`src/rtl/unsigned_divider_16by8_seq_if.sv`:
```
// Handshake/operand bundle for the 16-by-8 unsigned sequential divider.
// The master side supplies operands and consumes results; the slave side is the divider.
interface unsigned_divider_16by8_seq_if;
    logic        in_valid;
    logic        in_ready;
    logic [15:0] z;
    logic [7:0]  y;
    logic        out_valid;
    logic        out_ready;
    logic [7:0]  x;
    logic [7:0]  r;
    logic        ovf;
    logic        dz;

    modport master (
        output in_valid, z, y, out_ready,
        input  in_ready, out_valid, x, r, ovf, dz
    );

    modport slave (
        input  in_valid, z, y, out_ready,
        output in_ready, out_valid, x, r, ovf, dz
    );
endinterface

```
`src/rtl/unsigned_divider_16by8_seq.sv`:
```
// Sequential restoring divider: 16-bit dividend z, 8-bit divisor y,
// 8-bit quotient x and 8-bit remainder r, one quotient bit per cycle.
// Divide-by-zero and quotient overflow are detected at accept time and
// answered in a single cycle without entering the iterative loop.
// Build option: define UDIV16X8_REM_OUT_EN to drive the remainder on r;
// when it is undefined r is tied to zero and everything else is unchanged.
module unsigned_divider_16by8_seq (
    input  logic                               clk,
    input  logic                               rst,
    unsigned_divider_16by8_seq_if.slave        bus
);

    typedef enum logic [1:0] {
        IDLE = 2'd0,
        CALC = 2'd1,
        DONE = 2'd2
    } state_t;

    state_t      state_r;
    state_t      state_nxt_s;

    // Partial remainder is kept 9 bits wide so the shifted value T fits.
    logic [8:0]  p_r;
    logic [8:0]  p_nxt_s;
    logic [7:0]  q_r;
    logic [7:0]  q_nxt_s;
    logic [7:0]  d_r;
    logic [7:0]  d_nxt_s;
    logic [2:0]  cnt_r;
    logic [2:0]  cnt_nxt_s;

    logic [7:0]  x_r;
    logic [7:0]  x_nxt_s;
    logic [7:0]  rem_r;
    logic [7:0]  rem_nxt_s;
    logic        ovf_r;
    logic        ovf_nxt_s;
    logic        dz_r;
    logic        dz_nxt_s;

    logic        accept_s;
    logic [16:0] step_s;

    // One restoring-division step: shift in the next dividend bit, try a
    // subtract, and shift the resulting quotient bit into Q.
    // Result packing is {P_new[8:0], Q_new[7:0]}.
    function automatic logic [16:0] div_step(
        input logic [8:0] p,
        input logic [7:0] q,
        input logic [7:0] d
    );
        logic [8:0] t;
        logic       b;
        logic [8:0] p_new;
        logic [7:0] q_new;
        t     = {p[7:0], q[7]};
        b     = (t >= {1'b0, d});
        p_new = b ? (t - {1'b0, d}) : t;
        q_new = {q[6:0], b};
        return {p_new, q_new};
    endfunction

    // Remainder source selection; collapses to zero when the remainder
    // output is not built.
    function automatic logic [7:0] rem_sel(input logic [7:0] v);
`ifdef UDIV16X8_REM_OUT_EN
        return v;
`else
        return (v & 8'h00);
`endif
    endfunction

    assign accept_s = bus.in_valid && (state_r == IDLE);
    assign step_s   = div_step(p_r, q_r, d_r);

    // Next-state and datapath update: accept/fast-path decode in IDLE,
    // iteration in CALC, hold until the consumer takes the result in DONE.
    always_comb begin
        state_nxt_s = state_r;
        p_nxt_s     = p_r;
        q_nxt_s     = q_r;
        d_nxt_s     = d_r;
        cnt_nxt_s   = cnt_r;
        x_nxt_s     = x_r;
        rem_nxt_s   = rem_r;
        ovf_nxt_s   = ovf_r;
        dz_nxt_s    = dz_r;

        case (state_r)
            IDLE: begin
                if (accept_s) begin
                    if (bus.y == 8'h00) begin
                        // Divide by zero: saturate quotient, pass low byte through.
                        x_nxt_s     = 8'hFF;
                        rem_nxt_s   = rem_sel(bus.z[7:0]);
                        ovf_nxt_s   = 1'b0;
                        dz_nxt_s    = 1'b1;
                        state_nxt_s = DONE;
                    end else if (bus.z[15:8] >= bus.y) begin
                        // Quotient would need more than 8 bits.
                        x_nxt_s     = 8'hFF;
                        rem_nxt_s   = 8'h00;
                        ovf_nxt_s   = 1'b1;
                        dz_nxt_s    = 1'b0;
                        state_nxt_s = DONE;
                    end else begin
                        p_nxt_s     = {1'b0, bus.z[15:8]};
                        q_nxt_s     = bus.z[7:0];
                        d_nxt_s     = bus.y;
                        cnt_nxt_s   = 3'd0;
                        state_nxt_s = CALC;
                    end
                end else begin
                    state_nxt_s = IDLE;
                end
            end

            CALC: begin
                p_nxt_s   = step_s[16:8];
                q_nxt_s   = step_s[7:0];
                cnt_nxt_s = cnt_r + 3'd1;
                if (cnt_r == 3'd7) begin
                    // Eighth step: publish the final quotient and remainder.
                    x_nxt_s     = step_s[7:0];
                    rem_nxt_s   = rem_sel(step_s[15:8]);
                    ovf_nxt_s   = 1'b0;
                    dz_nxt_s    = 1'b0;
                    state_nxt_s = DONE;
                end else begin
                    state_nxt_s = CALC;
                end
            end

            DONE: begin
                if (bus.out_ready) begin
                    state_nxt_s = IDLE;
                end else begin
                    state_nxt_s = DONE;
                end
            end

            default: begin
                state_nxt_s = IDLE;
            end
        endcase
    end

    // State and datapath registers; reset clears everything and discards
    // any result that is in flight.
    always_ff @(posedge clk) begin
        if (rst) begin
            state_r <= IDLE;
            p_r     <= 9'd0;
            q_r     <= 8'd0;
            d_r     <= 8'd0;
            cnt_r   <= 3'd0;
            x_r     <= 8'd0;
            rem_r   <= 8'd0;
            ovf_r   <= 1'b0;
            dz_r    <= 1'b0;
        end else begin
            state_r <= state_nxt_s;
            p_r     <= p_nxt_s;
            q_r     <= q_nxt_s;
            d_r     <= d_nxt_s;
            cnt_r   <= cnt_nxt_s;
            x_r     <= x_nxt_s;
            rem_r   <= rem_nxt_s;
            ovf_r   <= ovf_nxt_s;
            dz_r    <= dz_nxt_s;
        end
    end

    // Handshake flags decode straight from the state register; result
    // fields come straight from their registers.
    assign bus.in_ready  = (state_r == IDLE);
    assign bus.out_valid = (state_r == DONE);
    assign bus.x         = x_r;
    assign bus.r         = rem_r;
    assign bus.ovf       = ovf_r;
    assign bus.dz        = dz_r;

endmodule

```
`src/flat_wrapper.sv`:
```
// flat-port wrapper written by rule: the top's interface ports become plain ports
module unsigned_divider_16by8_seq_flat 
  (clk, rst, bus_in_valid, bus_z, bus_y, bus_out_ready, bus_in_ready, bus_out_valid, bus_x, bus_r, bus_ovf, bus_dz);
  unsigned_divider_16by8_seq_if bus_i ();
  input  logic clk;
  input  logic rst;
  input wire logic [$bits(bus_i.in_valid)-1:0] bus_in_valid;
  input wire logic [$bits(bus_i.z)-1:0] bus_z;
  input wire logic [$bits(bus_i.y)-1:0] bus_y;
  input wire logic [$bits(bus_i.out_ready)-1:0] bus_out_ready;
  output wire logic [$bits(bus_i.in_ready)-1:0] bus_in_ready;
  output wire logic [$bits(bus_i.out_valid)-1:0] bus_out_valid;
  output wire logic [$bits(bus_i.x)-1:0] bus_x;
  output wire logic [$bits(bus_i.r)-1:0] bus_r;
  output wire logic [$bits(bus_i.ovf)-1:0] bus_ovf;
  output wire logic [$bits(bus_i.dz)-1:0] bus_dz;
  assign bus_i.in_valid = bus_in_valid;
  assign bus_i.z = bus_z;
  assign bus_i.y = bus_y;
  assign bus_i.out_ready = bus_out_ready;
  assign bus_in_ready = bus_i.in_ready;
  assign bus_out_valid = bus_i.out_valid;
  assign bus_x = bus_i.x;
  assign bus_r = bus_i.r;
  assign bus_ovf = bus_i.ovf;
  assign bus_dz = bus_i.dz;
  unsigned_divider_16by8_seq u_core (.clk(clk), .rst(rst), .bus(bus_i));
endmodule
```
`config.mk`:
```
export PLATFORM = sky130hd
export DESIGN_NAME = unsigned_divider_16by8_seq_flat
export DESIGN_NICKNAME = d
export VERILOG_FILES = /design/src/rtl/unsigned_divider_16by8_seq_if.sv /design/src/rtl/unsigned_divider_16by8_seq.sv /design/src/flat_wrapper.sv
export SDC_FILE = /design/constraint.sdc
export NUM_CORES = 1
export LEC_CHECK = 0
export CAP_MARGIN = 10
export CORE_MARGIN = 1
export CORE_UTILIZATION = 23
export DETAILED_ROUTE_END_ITERATION = 10
export GPL_TIMING_DRIVEN = 1
export PLACE_DENSITY = 0.49
export SYNTH_ARGS = -nofsm -noshare
export SYNTH_HDL_FRONTEND = slang
export SYNTH_SLANG_ARGS = --single-unit
```
`constraint.sdc`:
```
create_clock -name clk -period 6 [get_ports clk]
set_input_delay 0.6 -clock clk [delete_from_list [all_inputs] [get_ports clk]]
set_output_delay 0.6 -clock clk [all_outputs]
set_load 0.05 [all_outputs]
```
==> results.py <==
metrics = {
    "status": {
        "outcome": "finished with violations",
        "violations": "DRC",
    },
    "clock_tree": {
        "postCtsSetupBuffers": 0,
        "cts_htree_levels": 2,
        "cts_buffers": 5,
        "tritoncts": "yes",
        "hold_buffers": 0,
        "clk_pin_slew_ns": 0.08,
        "cts.sinks": 39,
        "cts_buffer_depth": 2,
        "cts_root_buf": "clkbuf_8",
        "clk_latency_ns": 0.29,
        "cts_resized": 0,
    },
    "drt": {
        "wirelength_um": 5860,
        "drt_iter0_drc": 47,
        "routed-via-count": 2028,
        "ant_nets": 0,
        "wl_per_cell_um": 12.9,
        "drc": 1,
        "first_pass_iters": 7,
        "routed_via_density": 4.47,
    },
    "power": {
        "ir_drop_uv": 81.5,
        "power_leakage_nw": 1.20,
        "powerDensity_mw_per_mm2": 273,
    },
    "setup_path": {
        "cp.arrival_ns": 3.02,
        "worst-path-max-fanout": 8,
        "r2r_cells": 8,
        "reg2reg_setup_slack_ns": 3.54,
        "r2r-end": "u_core.p_r[2]$_SDFFE_PP0P_",
        "reg2reg_from": "u_core.d_r[1]$_SDFFE_PP0P_",
        "worstSetupPathType": "in -> reg",
        "cpPeakStageDelay_ns": 0.50,
        "cp_slowest_cell": "clkdlybuf4s50_1",
        "worstSetupStartpointType": "input port",
        "setup.worst_path.end_class": "flip-flop",
        "path_delay_family": "compound AO/OA/AOI/OAI gates",
        "path_cells": "clkdlybuf4s50_1 -> inv_1 -> ha_1 -> a2111oi_2 -> o21ai_1 -> a21bo_2 -> nor3_4 -> mux2i_1 -> nor2_1",
        "cp.depth": 9,
        "crit_buf_inv": 2,
        "required_ns": 6.17,
    },
    "global_route": {
        "grt-ovfl-total": 0,
        "grt_antenna_before_repair": 0,
        "grt_pass1_vias": 2056,
        "grt_max_degree": 38,
        "grt_pass1_wl_um": 10300,
        "grtUsageTotal": 0.118,
    },
    "min_path": {
        "min_from": "u_core.bus.ovf$_SDFFE_PP0P_",
        "holdPathEnd": "u_core.bus.ovf$_SDFFE_PP0P_",
        "hold_class": "reg -> reg",
        "hold_depth": 2,
    },
    "timing": {
        "clock-skew-final_ns": 0.00848,
        "fin_crit_ns": 2.84,
        "hold_viol_final": 0,
        "rsz0062_at_grt": "no",
        "max_slew_margin": 0.341,
        "finalSetupTns_ns": 0,
        "worst_slack_ns": 3.16,
        "worst_pin_slew_ns": 0.987,
        "fin_crit_sh": 0.474,
        "final_max_slew_viol_count": 0,
        "max_freq_mhz": 352,
        "finalSetupViolCount": 0,
    },
    "floorplanning": {
        "rows": 36,
        "die_y_um": 104,
        "pin_count": 48,
        "dieArea_mm2": 0.0107,
        "core_mm2": 0.00986,
        "start_util": 0.240,
        "die_w_um": 104,
    },
    "flow_run": {
        "maxCapViolCount": 0,
    },
    "logic_synthesis": {
        "ys_ff_latch": 39,
        "synthCells": 282,
        "synth_edf_count": 0,
        "syn_area_mm2": 0.00237,
        "ys_seq_area_frac": 0.329,
        "yosysUniqueCellTypes": 45,
        "async_flop_share": 0,
        "avgSynthCellArea_um2": 8.41,
        "synth_warnings": 0,
        "synth_ff_type": "dfxtp_1",
    },
    "placed_design": {
        "io_buffers": 39,
        "place_ws_ns": 2.81,
        "dp_hpwl_um": 4440,
        "gp_congestion": 0.734,
    },
    "finish": {
        "syn_to_final_growth_pct": 24.7,
        "final_nets": 367,
        "num_antenna_cells": 0,
        "layout-drive-gt1-share": 0.0561,
        "final_util": 0.300,
        "layout_commonest_cell": "nor2_1",
        "final_cell_mix": "nor2_1 (50), clkdlybuf4s50_1 (39), dfxtp_1 (39)",
    },
}
per-layer routing:
metal  up-vias  routed length (µm)  GRT usage  share of wire
li1       1051                   -          -              -
met1       939                3000      0.160           0.51
met2        32                2630      0.190           0.45
met3         6                 162     0.0208          0.028
met4         0                  70     0.0342          0.012
met5         -                   0          0              0
power breakdown:
part           total (mW)  switching (mW)  internal, mW
Clock               0.179          0.0979        0.0814
Combinational       0.320           0.185         0.135
Sequential          0.308          0.0213         0.287
registers in the layout, summed over array words and instances, names as in the netlist:
name,flops
u_core.p_r,8
u_core.bus.dz,1
u_core.d_r,8
u_core.cnt_r,3
u_core.bus.ovf,1
u_core.q_r,8
u_core.state_r,2
u_core.bus.x,8
worst max path at each step:
stage | start | slack (ns) | to
6_report | bus_y[5] | 3.16 | u_core.d_r[1]$_SDFFE_PP0P_
5_1_grt | bus_y[5] | 2.93 | u_core.d_r[3]$_SDFFE_PP0P_
4_1_cts | bus_y[5] | 3.13 | u_core.d_r[1]$_SDFFE_PP0P_
3_5_place_dp | bus_y[5] | 2.81 | u_core.d_r[6]$_SDFFE_PP0P_
3_3_place_gp | bus_y[5] | 2.88 | u_core.d_r[2]$_SDFFE_PP0P_
2_1_floorplan | bus_y[5] | 3.58 | u_core.d_r[0]$_SDFFE_PP0P_
cell type report:
| class | count | area, µm² |
|---|---|---|
| repair buffers | 42 | 413 |
| well taps | 133 | 166 |
| multi-input cells | 212 | 1440 |
| clock buffers | 6 | 72.6 |
| fillers | 1060 | 6910 |
| inverters | 20 | 75.1 |
| clock inverters | 2 | 12.5 |
| flip-flops and latches | 39 | 781 |
logic make-up after synthesis:
group / Yosys count / share of synthesized area
AND/OR/NAND/NOR: 94 / 0.184
multiplexers: 27 / 0.114
AO/OA/AOI/OAI: 61 / 0.181
adder cells (fa/ha/maj): 19 / 0.103
XOR/XNOR: 3 / 0.0111
flip-flops: 39 / 0.329
other: 1 / 0.00158
buffers and inverters: 38 / 0.0754
cells in the mapped netlist, types with 3 or more instances:
cell | n | area [µm²]
ha_1 | 18 | 225
mux2i_1 | 26 | 260
a21o_1 | 5 | 37.5
o2bb2ai_1 | 3 | 26.3
nand3_1 | 3 | 15.0
nand2_1 | 9 | 33.8
a211oi_1 | 9 | 67.6
nand2b_1 | 5 | 31.3
nor2b_1 | 4 | 25.0
nor2_1 | 50 | 188
clkbuf_1 | 6 | 22.5
dfxtp_1 | 39 | 781
a21oi_1 | 15 | 75.1
a31oi_1 | 3 | 18.8
nor3_1 | 14 | 70.1
inv_1 | 20 | 75.1
buf_4 | 9 | 67.6
a211o_1 | 4 | 35.0
o21ai_0 | 8 | 40.0
worst reg2reg max path: stages, from the launching register on:
cell	delay [ns]
dfxtp_1	0.42
inv_1	0.07
ha_1	0.30
nor2b_1	0.14
o21ai_0	0.25
a31oi_1	0.18
nor2_2	0.48
mux2_2	0.40
o2bb2ai_1	0.12
through the flow:
step / power, mW / cells / hold WS, ns / cell area (µm²)
2_1_floorplan: 0.553 / 289 / 0.460 / 2400
3_3_place_gp: 0.632 / 446 / 0.472 / 2870
3_5_place_dp: 0.636 / 446 / 0.478 / 2870
4_1_cts: 0.817 / 454 / 0.493 / 2960
5_1_grt: 0.867 / 454 / 0.519 / 2960
6_report: 0.808 / 454 / 0.486 / 2960
Note: power is estimated with default switching activity, not from simulation.
